$ cat config.mk
export PLATFORM = sky130hd
export DESIGN_NAME = deadlock_block_detector_flat
export DESIGN_NICKNAME = d
export VERILOG_FILES = /design/src/rtl/deadlock_block_detector_pkg.sv /design/src/rtl/deadlock_block_detector_if.sv /design/src/rtl/deadlock_block_detector_persist_counter.sv /design/src/rtl/deadlock_block_detector.sv /design/src/flat_wrapper.sv
export SDC_FILE = /design/constraint.sdc
export NUM_CORES = 1
export LEC_CHECK = 0
export BUFFER_PORTS_ARGS = -buffer_cell sky130_fd_sc_hd__buf_2
export CAP_MARGIN = 20
export CORE_AREA = 4 4 87 73
export CTS_CLUSTER_DIAMETER = 80
export CTS_CLUSTER_SIZE = 10
export DETAILED_ROUTE_END_ITERATION = 12
export DIE_AREA = 0 0 91 77
export MAX_ROUTING_LAYER = met4
export PLACE_DENSITY = 0.66
export SKIP_LAST_GASP = 1
export SYNTH_ARGS = -nofsm -noshare
export SYNTH_HDL_FRONTEND = slang
export SYNTH_SLANG_ARGS = --single-unit
export TNS_END_PERCENT = 1
$ cat constraint.sdc
create_clock -name clock -period 1.8 [get_ports clock]
set_input_delay 0.27 -clock clock [delete_from_list [all_inputs] [get_ports clock]]
set_output_delay 0.27 -clock clock [all_outputs]
set_load 0.05 [all_outputs]
$ cat src/rtl/deadlock_block_detector_pkg.sv
// Shared state encoding, default sizing and helpers for the deadlock block detector.
// Pure declarations: no latency, no backpressure.
package deadlock_mon_pkg;

    typedef enum logic [1:0] {
        RUN     = 2'd0,
        SUSPECT = 2'd1,
        BLOCKED = 2'd2
    } state_e;

    localparam int DEF_THRESHOLD = 16;
    localparam int DEF_CNT_W     = 16;

    function automatic logic [31:0] sat_inc(input logic [31:0] v, input logic [31:0] max_v);
        return (v >= max_v) ? max_v : v + 32'd1;
    endfunction

endpackage

$ cat src/rtl/deadlock_block_detector_if.sv
// Stall taps in, block flag/snapshot/event count out, between monitor top and detector.
// Wires only: no latency, no backpressure.
interface deadlock_block_detector_if #(
    parameter int NUM_AXIS = 3,
    parameter int NUM_IDLE = 2,
    parameter int NUM_BLK  = 1,
    parameter int CNT_W    = 16
);
    logic [NUM_AXIS-1:0] axis_block_sigs;
    logic [NUM_IDLE-1:0] inst_idle_sigs;
    logic [NUM_BLK-1:0]  inst_block_sigs;
    logic                block;
    logic                block_pulse;
    logic [NUM_AXIS-1:0] block_axis_snap;
    logic [NUM_BLK-1:0]  block_inst_snap;
    logic [CNT_W-1:0]    block_events;

    modport master (
        output axis_block_sigs, inst_idle_sigs, inst_block_sigs,
        input  block, block_pulse, block_axis_snap, block_inst_snap, block_events
    );
    modport slave (
        input  axis_block_sigs, inst_idle_sigs, inst_block_sigs,
        output block, block_pulse, block_axis_snap, block_inst_snap, block_events
    );
endinterface

$ cat src/rtl/deadlock_block_detector_persist_counter.sv
// Persistence counter and stall-pattern snapshot; strobes thr_o on the edge a stable stall reaches THRESHOLD.
// thr_o is combinational from registered cnt/snap; no backpressure.
module deadlock_persist_counter
    import deadlock_mon_pkg::*;
#(
    parameter int PW        = 4,
    parameter int THRESHOLD = DEF_THRESHOLD,
    parameter int CNT_W     = DEF_CNT_W
) (
    input  logic          clock,
    input  logic          reset,
    input  logic [1:0]    state_i,
    input  logic          stall_i,
    input  logic [PW-1:0] pattern_i,
    output logic [PW-1:0] snap_o,
    output logic          chg_o,
    output logic          thr_o
);
    localparam logic [CNT_W-1:0] LAST = CNT_W'(THRESHOLD - 1);

    logic [CNT_W-1:0] cnt_q, cnt_d;
    logic [PW-1:0]    snap_q, snap_d;

    assign chg_o  = (pattern_i != snap_q);
    assign snap_o = snap_q;
    // A pattern change on the threshold edge is progress, so it suppresses the strobe.
    assign thr_o  = (state_i == SUSPECT) && stall_i && !chg_o && (cnt_q == LAST);

    always_comb begin
        cnt_d  = cnt_q;
        snap_d = snap_q;
        case (state_i)
            RUN: begin
                if (stall_i) begin
                    cnt_d  = CNT_W'(1);
                    snap_d = pattern_i;
                end else begin
                    cnt_d = '0;
                end
            end
            SUSPECT: begin
                if (!stall_i) begin
                    cnt_d = '0;
                end else if (chg_o) begin
                    cnt_d  = CNT_W'(1);
                    snap_d = pattern_i;
                end else if (!thr_o) begin
                    cnt_d = cnt_q + CNT_W'(1);
                end
            end
            BLOCKED: begin
`ifndef DEADLOCK_MON_STICKY_EN
                if (!stall_i || chg_o) cnt_d = '0;
`endif
            end
            default: cnt_d = '0;
        endcase
    end

    always_ff @(posedge clock or negedge reset) begin
        if (!reset) begin
            cnt_q  <= '0;
            snap_q <= '0;
        end else begin
            cnt_q  <= cnt_d;
            snap_q <= snap_d;
        end
    end

endmodule

$ cat src/rtl/deadlock_block_detector.sv
// Raises block after THRESHOLD cycles of one unchanged stall pattern; DEADLOCK_MON_STICKY_EN makes BLOCKED terminal.
// block is registered, high after edge THRESHOLD of a stable stall; no backpressure, inputs sampled every cycle.
module deadlock_block_detector
    import deadlock_mon_pkg::*;
#(
    parameter int NUM_AXIS  = 3,
    parameter int NUM_IDLE  = 2,
    parameter int NUM_BLK   = 1,
    parameter int THRESHOLD = DEF_THRESHOLD,
    parameter int CNT_W     = DEF_CNT_W
) (
    input  logic                     clock,
    input  logic                     reset,
    deadlock_block_detector_if.slave dbg
);
    localparam int PW = NUM_AXIS + NUM_BLK;
    localparam logic [1:0] ST_RUN     = RUN;
    localparam logic [1:0] ST_SUSPECT = SUSPECT;
    localparam logic [1:0] ST_BLOCKED = BLOCKED;
    localparam logic [CNT_W-1:0] CNT_MAX = '1;

    logic [PW-1:0]       pattern;
    logic [PW-1:0]       snap;
    logic [NUM_IDLE-1:0] idle;
    logic                stall, chg, thr;

    logic [1:0]       state_q, state_d;
    logic             block_q, block_d;
    logic             pulse_q, pulse_d;
    logic [CNT_W-1:0] events_q, events_d;

    assign pattern = {dbg.axis_block_sigs, dbg.inst_block_sigs};
    assign idle    = dbg.inst_idle_sigs;
    // A fully idle kernel is quiescent, not deadlocked, whatever the stream taps say.
    assign stall   = (|pattern) & ~(&idle);

    deadlock_persist_counter #(
        .PW       (PW),
        .THRESHOLD(THRESHOLD),
        .CNT_W    (CNT_W)
    ) u_persist (
        .clock    (clock),
        .reset    (reset),
        .state_i  (state_q),
        .stall_i  (stall),
        .pattern_i(pattern),
        .snap_o   (snap),
        .chg_o    (chg),
        .thr_o    (thr)
    );

    always_comb begin
        state_d  = state_q;
        block_d  = block_q;
        pulse_d  = 1'b0;
        events_d = events_q;
        case (state_q)
            ST_RUN: if (stall) state_d = ST_SUSPECT;
            ST_SUSPECT: begin
                if (!stall) begin
                    state_d = ST_RUN;
                end else if (thr) begin
                    state_d  = ST_BLOCKED;
                    block_d  = 1'b1;
                    pulse_d  = 1'b1;
                    events_d = CNT_W'(sat_inc(32'(events_q), 32'(CNT_MAX)));
                end
            end
            ST_BLOCKED: begin
`ifndef DEADLOCK_MON_STICKY_EN
                if (!stall || chg) begin
                    state_d = ST_RUN;
                    block_d = 1'b0;
                end
`endif
            end
            default: begin
                state_d = ST_RUN;
                block_d = 1'b0;
            end
        endcase
    end

    always_ff @(posedge clock or negedge reset) begin
        if (!reset) begin
            state_q  <= ST_RUN;
            block_q  <= 1'b0;
            pulse_q  <= 1'b0;
            events_q <= '0;
        end else begin
            state_q  <= state_d;
            block_q  <= block_d;
            pulse_q  <= pulse_d;
            events_q <= events_d;
        end
    end

    assign dbg.block           = block_q;
    assign dbg.block_pulse     = pulse_q;
    assign dbg.block_axis_snap = snap[PW-1:NUM_BLK];
    assign dbg.block_inst_snap = snap[NUM_BLK-1:0];
    assign dbg.block_events    = events_q;

endmodule
$ cat src/flat_wrapper.sv
// flat-port wrapper written by rule: the top's interface ports become plain ports
module deadlock_block_detector_flat import deadlock_mon_pkg::*;
#(
    parameter int NUM_AXIS  = 3,
    parameter int NUM_IDLE  = 2,
    parameter int NUM_BLK   = 1,
    parameter int THRESHOLD = DEF_THRESHOLD,
    parameter int CNT_W     = DEF_CNT_W
)
  (clock, reset, dbg_axis_block_sigs, dbg_inst_idle_sigs, dbg_inst_block_sigs, dbg_block, dbg_block_pulse, dbg_block_axis_snap, dbg_block_inst_snap, dbg_block_events);
  deadlock_block_detector_if #(.NUM_AXIS(NUM_AXIS), .NUM_IDLE(NUM_IDLE), .NUM_BLK(NUM_BLK), .CNT_W(CNT_W)) dbg_i ();
  input  logic clock;
  input  logic reset;
  input wire logic [$bits(dbg_i.axis_block_sigs)-1:0] dbg_axis_block_sigs;
  input wire logic [$bits(dbg_i.inst_idle_sigs)-1:0] dbg_inst_idle_sigs;
  input wire logic [$bits(dbg_i.inst_block_sigs)-1:0] dbg_inst_block_sigs;
  output wire logic [$bits(dbg_i.block)-1:0] dbg_block;
  output wire logic [$bits(dbg_i.block_pulse)-1:0] dbg_block_pulse;
  output wire logic [$bits(dbg_i.block_axis_snap)-1:0] dbg_block_axis_snap;
  output wire logic [$bits(dbg_i.block_inst_snap)-1:0] dbg_block_inst_snap;
  output wire logic [$bits(dbg_i.block_events)-1:0] dbg_block_events;
  assign dbg_i.axis_block_sigs = dbg_axis_block_sigs;
  assign dbg_i.inst_idle_sigs = dbg_inst_idle_sigs;
  assign dbg_i.inst_block_sigs = dbg_inst_block_sigs;
  assign dbg_block = dbg_i.block;
  assign dbg_block_pulse = dbg_i.block_pulse;
  assign dbg_block_axis_snap = dbg_i.block_axis_snap;
  assign dbg_block_inst_snap = dbg_i.block_inst_snap;
  assign dbg_block_events = dbg_i.block_events;
  deadlock_block_detector #(.NUM_AXIS(NUM_AXIS), .NUM_IDLE(NUM_IDLE), .NUM_BLK(NUM_BLK), .THRESHOLD(THRESHOLD), .CNT_W(CNT_W)) u_core (.clock(clock), .reset(reset), .dbg(dbg_i));
endmodule
[After elaboration in Yosys (flattened, before gate mapping)]
Cells that the tools add are included.
Operators by class
  add/sub/neg operators: 2
  reduce and logical (&&, ||, !) cells: 15
  $lt $le $gt $ge: 1
  mux-type cells: 23
  equality and inequality tests: 11
  bitwise gates (word level): 3
Operators with widths (count)
  $mux W16: 5
  $pmux W16 S3: 1
  $add A16 B1 Y16 const B: 2
  $eq A16 B4 Y1 const B: 1
  $ge A16 B16 Y1 const B: 1
  $mux W4: 3
  $ne A2 B1 Y1 const B: 5
  $mux W2: 4
  $pmux W4 S2: 1
  $reduce_and A4 Y1: 2
  $mux W1: 7
  $pmux W2 S3: 1
  $reduce_and A3 Y1: 2
  $ne A4 B4 Y1: 1
  $ne A4 B4 Y1 const B: 1
  $reduce_and A2 Y1: 2
  $reduce_or A4 Y1: 1
  $logic_and A1 B1 Y1: 3
  $ne A3 B3 Y1 const B: 1
  $pmux W1 S3: 1
  $eq A2 B1 Y1 const B: 1
  $eq A2 B2 Y1 const B: 1
  $logic_not A1 Y1: 2
  $logic_not A2 Y1: 1
  4 further kinds: 5
Word-level totals
  bits of input ports: 8
  logic and storage cells: 61
  output and inout bits: 22
  bits in registers: 40

[Logic depth before layout (Yosys ltp)]
  word-level depth: 10
  gate-level depth with buffers: 7
  depth with buffers taken out: 6

[Cells and area by module]
Synthesis repeated with hierarchy kept, for this count alone.
Second synthesis, totals
  cell total of the unflattened synthesis: 246
  area, all modules: 2369.8 um^2
By module, submodules not included
  deadlock_persist_counter: times used 1, area each 1295.0 um^2, cells an instance 136, sequential area each 500.5 um^2
  deadlock_block_detector: times used 1, area each 1074.8 um^2, cells an instance 110, sequential area each 500.5 um^2

[Worst setup path after synthesis]
OpenSTA, ideal clock, no wires.
  path type: register to register
  start point: register u_core.u_persist.snap_q[2], in the netlist u_core.u_persist.snap_o[2]
  end point: register u_core.u_persist.cnt_q[10]
  data required time: 1734 ps
  cell stages (with the launch flop): 7
  buffers on the path: 1
  library setup time: 66 ps
  arrival time: 1977 ps
  period minus slack after synthesis: 2043 ps
  path slack: -243 ps
  cells stage by stage: dfrtp_1 -> xnor2_1 -> nand4_2 -> a21o_1 -> clkbuf_2 -> or4_1 -> nand2_1
On the way
  cells in the longest elaborated chain, start to end: 6
  elaborated cells on any way between the ends: 11
  classes of those cells: eq/ne (3); mux (3); reduce/logical (5)
RTL lines
  start: declaration: RTL line deadlock_block_detector_persist_counter.sv:22  | logic [PW-1:0] snap_q, snap_d;
  start signal: assignment: RTL line deadlock_block_detector_persist_counter.sv:66  | snap_q <= snap_d;
  $ne A4 B4 Y1 *: RTL line deadlock_block_detector_persist_counter.sv:24  | assign chg_o = (pattern_i != snap_q);
  $logic_not A1 Y1: RTL line deadlock_block_detector_persist_counter.sv:27  | assign thr_o = (state_i == SUSPECT) && stall_i && !chg_o && (cnt_q == LAST);
  $logic_and A1 B1 Y1 (2 in a row): RTL line deadlock_block_detector_persist_counter.sv:27
  $ne A4 B4 Y1 (no line)
  $reduce_and A2 Y1 (no line)
  end signal: assignment: RTL line deadlock_block_detector_persist_counter.sv:65  | cnt_q <= cnt_d;
  end: declaration: RTL line deadlock_block_detector_persist_counter.sv:21  | logic [CNT_W-1:0] cnt_q, cnt_d;
Every way passes the cells marked *; elsewhere a longest branch is shown, timed or not.
A chain may end at the register's enable or synchronous reset.

[Final worst setup path]
  start point: register u_core.u_persist.cnt_q[4]
  end point: register u_core.events_q[12], in the netlist u_core.dbg.block_events[12]
On the way
  cells in the longest elaborated chain, start to end: 3
RTL lines
  $eq A16 B4 Y1: RTL line deadlock_block_detector_persist_counter.sv:27
  $logic_and A1 B1 Y1: RTL line deadlock_block_detector_persist_counter.sv:27
  $reduce_and A3 Y1 (no line)
  end signal: assignment: RTL line deadlock_block_detector.sv:94  | events_q <= events_d;
  end: declaration: RTL line deadlock_block_detector.sv:30  | logic [CNT_W-1:0] events_q, events_d;
Every way passes these cells.

==> results.json <==
{
  "drc": 0,
  "p_switching_mw": 0.4589,
  "grt_max_degree": 18,
  "clk_latency_ns": 0.30,
  "routed-via-count": 1961,
  "hold_viol_final": 0,
  "critPathKind": "reg -> reg",
  "ioPinCount": 30,
  "die_area_sq_um": 7007,
  "stdcell_count": 362,
  "dp_hpwl_mm": 3.834,
  "antenna_found_initial": 0,
  "worstHoldStart": "dbg_inst_block_sigs",
  "violations": "negative setup slack",
  "slew_viol_final": 0,
  "clock-sinks": 40,
  "wirelength_mm": 5.216,
  "initial_core_util": 0.3965,
  "swShare": 0.2681,
  "multi_input_area_sq_um": 1159,
  "syn_area_sq_um": 2143,
  "place_inst": 351,
  "p_comb_frac": 0.111,
  "drt_pre_antenna_iters": 4,
  "leakage_nw": 1.354,
  "avgSynthCellArea_sq_um": 9.611,
  "die_y_um": 77,
  "wl_per_cell_um": 14.41,
  "nNetsFinal": 306,
  "fin_skew_ns": 0.008748,
  "ir_drop_v": 0.0004496,
  "cp-start-kind": "flop",
  "synth.distinct_cells": 43,
  "ys_ff_latch": 40,
  "place.gp.congestion": 0.7782,
  "synth_nets": 233,
  "critPathMaxFanout": 5,
  "postLayoutSetupSlackWorst_ns": -0.04410,
  "clockBufferDepth": 2,
  "htree_levels": 2,
  "timing.hold.ws_ns": 0.2409,
  "rsz0062_at_grt": "yes",
  "regToRegStartpoint": "u_core.u_persist.cnt_q[4]",
  "grt_pass1_wl_mm": 9.011,
  "p_per_area_nw_per_um2": 603.7,
  "cp-end-kind": "flop",
  "post-place-ws_ns": -0.1413,
  "synth-seq-area-share": 0.4670,
  "cap_violations": 0,
  "period_share": 1.024,
  "intPower_mw": 1.253,
  "pwr-share-seq": 0.541,
  "synthFlopType": "dfrtp_1",
  "async_reset_ff_frac": 1.000,
  "port_buffers": 29,
  "period_needed_ns": 1.844,
  "synthTopCellsByArea": "dfrtp_1 47%, nand2_1 5.4%, xnor2_1 4.5%, o21ai_0 3.5%, xor2_1 3.3%",
  "ant_nets": 0,
  "drive_gt1_frac": 0.3670,
  "grt_pass1_vias": 1918,
  "post-synth-top-area-fraction": 0.4670,
  "holdPathEnd": "u_core.u_persist.snap_o[0]",
  "setup_violations": 9,
  "fin_area_sq_um": 2835,
  "min_path_cells": 3,
  "syn-instance-count": 223,
  "rows": 24,
  "num-fill-cells": 502,
  "r2r_slack_ns": -0.04,
  "clock_power_share": 0.348,
  "totalPowerFinal_mw": 1.712,
  "grt-ovfl-total": 0,
  "core_area_sq_um": 5405,
  "seqCellArea_sq_um": 1008,
  "synth_edf_count": 0,
  "fmaxAchievable_mhz": 542.3,
  "cts_tree": "yes",
  "worst_slew_pin_slew_ns": 0.4005,
  "drtIter0Drc": 147,
  "yosysWarnings": 0,
  "viasPerCell": 5.417,
  "numCtsBuffers": 5,
  "placedInstanceArea_sq_um": 2689,
  "reg2reg_to": "u_core.dbg.block_events[12]",
  "diodes": 0,
  "hp-class": "in -> reg",
  "root_buffer": "clkbuf_8",
  "r2r_cells": 7,
  "die_w_um": 91,
  "clkSlewWorstSetupHoldPaths_ns": 0.08,
  "arrival_ns": 2.06,
  "syn_to_final_growth_pct": 32.28,
  "track_usage": 0.1598,
  "outcome": "finished, violations left",
  "slew_headroom": 0.7330,
  "required_ns": 2.02,
  "yosys.area.top_type": "dfrtp_1"
}
==> power by group through the flow <==
stage | Combinational [mW] | Sequential (mW) | Clock (mW)
after CTS | 0.193 | 0.925 | 0.616
after floorplan | 0.0774 | 0.972 | 0
final | 0.190 | 0.925 | 0.596
after detailed placement | 0.190 | 0.943 | 0
after global placement | 0.187 | 0.942 | 0
after global routing | 0.208 | 0.927 | 0.665
==> worst max-delay path: stages, from the launching register on <==
cell and delay (ns):
dfrtp_1 0.43, nor4_2 0.37, nand4_4 0.17, buf_6 0.17, nor4_2 0.24, buf_4 0.17
a31oi_1 0.08, a21oi_1 0.14
==> area by class of cell <==
type | count | share of cell area
Inverter | 2 | 0.002648
Tap cell | 65 | 0.02868
Clock inverter | 2 | 0.004413
Sequential cell | 40 | 0.3557
Clock buffer | 6 | 0.02560
Multi-Input combinational cell | 172 | 0.4086
Timing Repair Buffer | 75 | 0.1743
==> flip-flops by register name, summed over array words and instances (netlist names) <==
name / flops
u_core.state_q: 2
u_core.dbg.block_events: 16
u_core.dbg.block_pulse: 1
u_core.u_persist.cnt_q: 16
u_core.dbg.block: 1
u_core.u_persist.snap_o: 4
==> stage by stage <==
stage,setup TNS (ns),utilization
6_report,-0.2261,0.5245
5_1_grt,-2.685,0.5245
4_1_cts,-0.2521,0.5245
3_5_place_dp,-1.411,0.4975
3_3_place_gp,-0.2272,0.4975
2_1_floorplan,-0.1862,-
==> how the worst max path moves through the flow <==
| stage | startpoint | to | slack, ns | cells after the start |
|---|---|---|---|---|
| after detailed placement | u_core.u_persist.cnt_q[11] | u_core.dbg.block_events[12] | -0.14 | 8 |
| after CTS | u_core.u_persist.cnt_q[4] | u_core.dbg.block_events[12] | -0.06 | 7 |
| after floorplan | u_core.u_persist.snap_o[0] | u_core.u_persist.cnt_q[10] | -0.07 | 6 |
| final | u_core.u_persist.cnt_q[4] | u_core.dbg.block_events[12] | -0.04 | 7 |
| after global routing | u_core.u_persist.cnt_q[4] | u_core.dbg.block_events[1] | -0.18 | 6 |
| after global placement | u_core.u_persist.cnt_q[4] | u_core.dbg.block_events[5] | -0.03 | 6 |
==> synthesized netlist by cell type, drive strengths merged (4+ instances only) <==
library cell,count
nor3,4
dfrtp,40
xnor2,11
a21oi,5
a31oi,4
xor2,8
clkbuf,4
and2,4
and3,9
nand3,11
nor2,18
o21ai,18
buf,5
nand2,31
nand4,11
o2111ai,4
nor4,9
==> what timing repair did <==
item	4_1_cts	5_1_grt
hold buffers	1	0
cloned	1	0
gates resized for setup	7	0
endpoints found under the hold margin	15	0
endpoints found under the setup margin	19	24
setup buffers	1	0
==> cell families (layout without fill, tap and decap cells) <==
group | count (synthesis) | in the layout | share of synthesized area
compound gates | 42 | 42 | 0.1238
fa+ha+maj | 2 | 2 | 0.01167
xor+xnor | 19 | 19 | 0.07764
simple gates | 105 | 105 | 0.2726
mux | 4 | 4 | 0.02043
flops | 40 | 40 | 0.4670
buf+inv | 11 | 85 | 0.02685
==> placed cells by master, fill, tap and decap left out, types with 2 or more instances in the layout <==
| master | synthesis | final |
|---|---|---|
| nor2_1 | 18 | 17 |
| buf_2 | 3 | 30 |
| o21ai_1 | 3 | 3 |
| nand4_4 | 0 | 2 |
| a31oi_1 | 4 | 4 |
| nand2_1 | 31 | 31 |
| mux2_2 | 2 | 2 |
| dfrtp_2 | 0 | 6 |
| a21oi_1 | 4 | 4 |
| inv_1 | 2 | 2 |
| o211ai_1 | 3 | 3 |
| o2111ai_1 | 4 | 4 |
| nand4_1 | 8 | 8 |
| buf_4 | 1 | 43 |
| nor3_1 | 3 | 3 |
| xor2_1 | 8 | 8 |
| nand3_1 | 10 | 10 |
| and2_1 | 4 | 4 |
| ha_1 | 2 | 2 |
| a211oi_1 | 3 | 3 |
| xnor2_1 | 11 | 7 |
| clkbuf_8 | 0 | 5 |
| or4_1 | 2 | 2 |
| nor4_2 | 3 | 6 |
| o21ai_0 | 15 | 15 |
| and3_1 | 9 | 8 |
| nor4_1 | 6 | 3 |
| and4_1 | 3 | 3 |
| xnor2_2 | 0 | 4 |
| dfrtp_1 | 40 | 34 |
==> per-layer routing <==
layer / vias to the layer above / wire (um) / track usage
met3: 7 / 236 / 0.03327
met5: - / 0 / -
li1: 959 / - / -
met4: 0 / 45 / 0.03614
met2: 42 / 2499 / 0.2660
met1: 953 / 2435 / 0.2011
No activity file was read; power rests on OpenSTA's default activity.
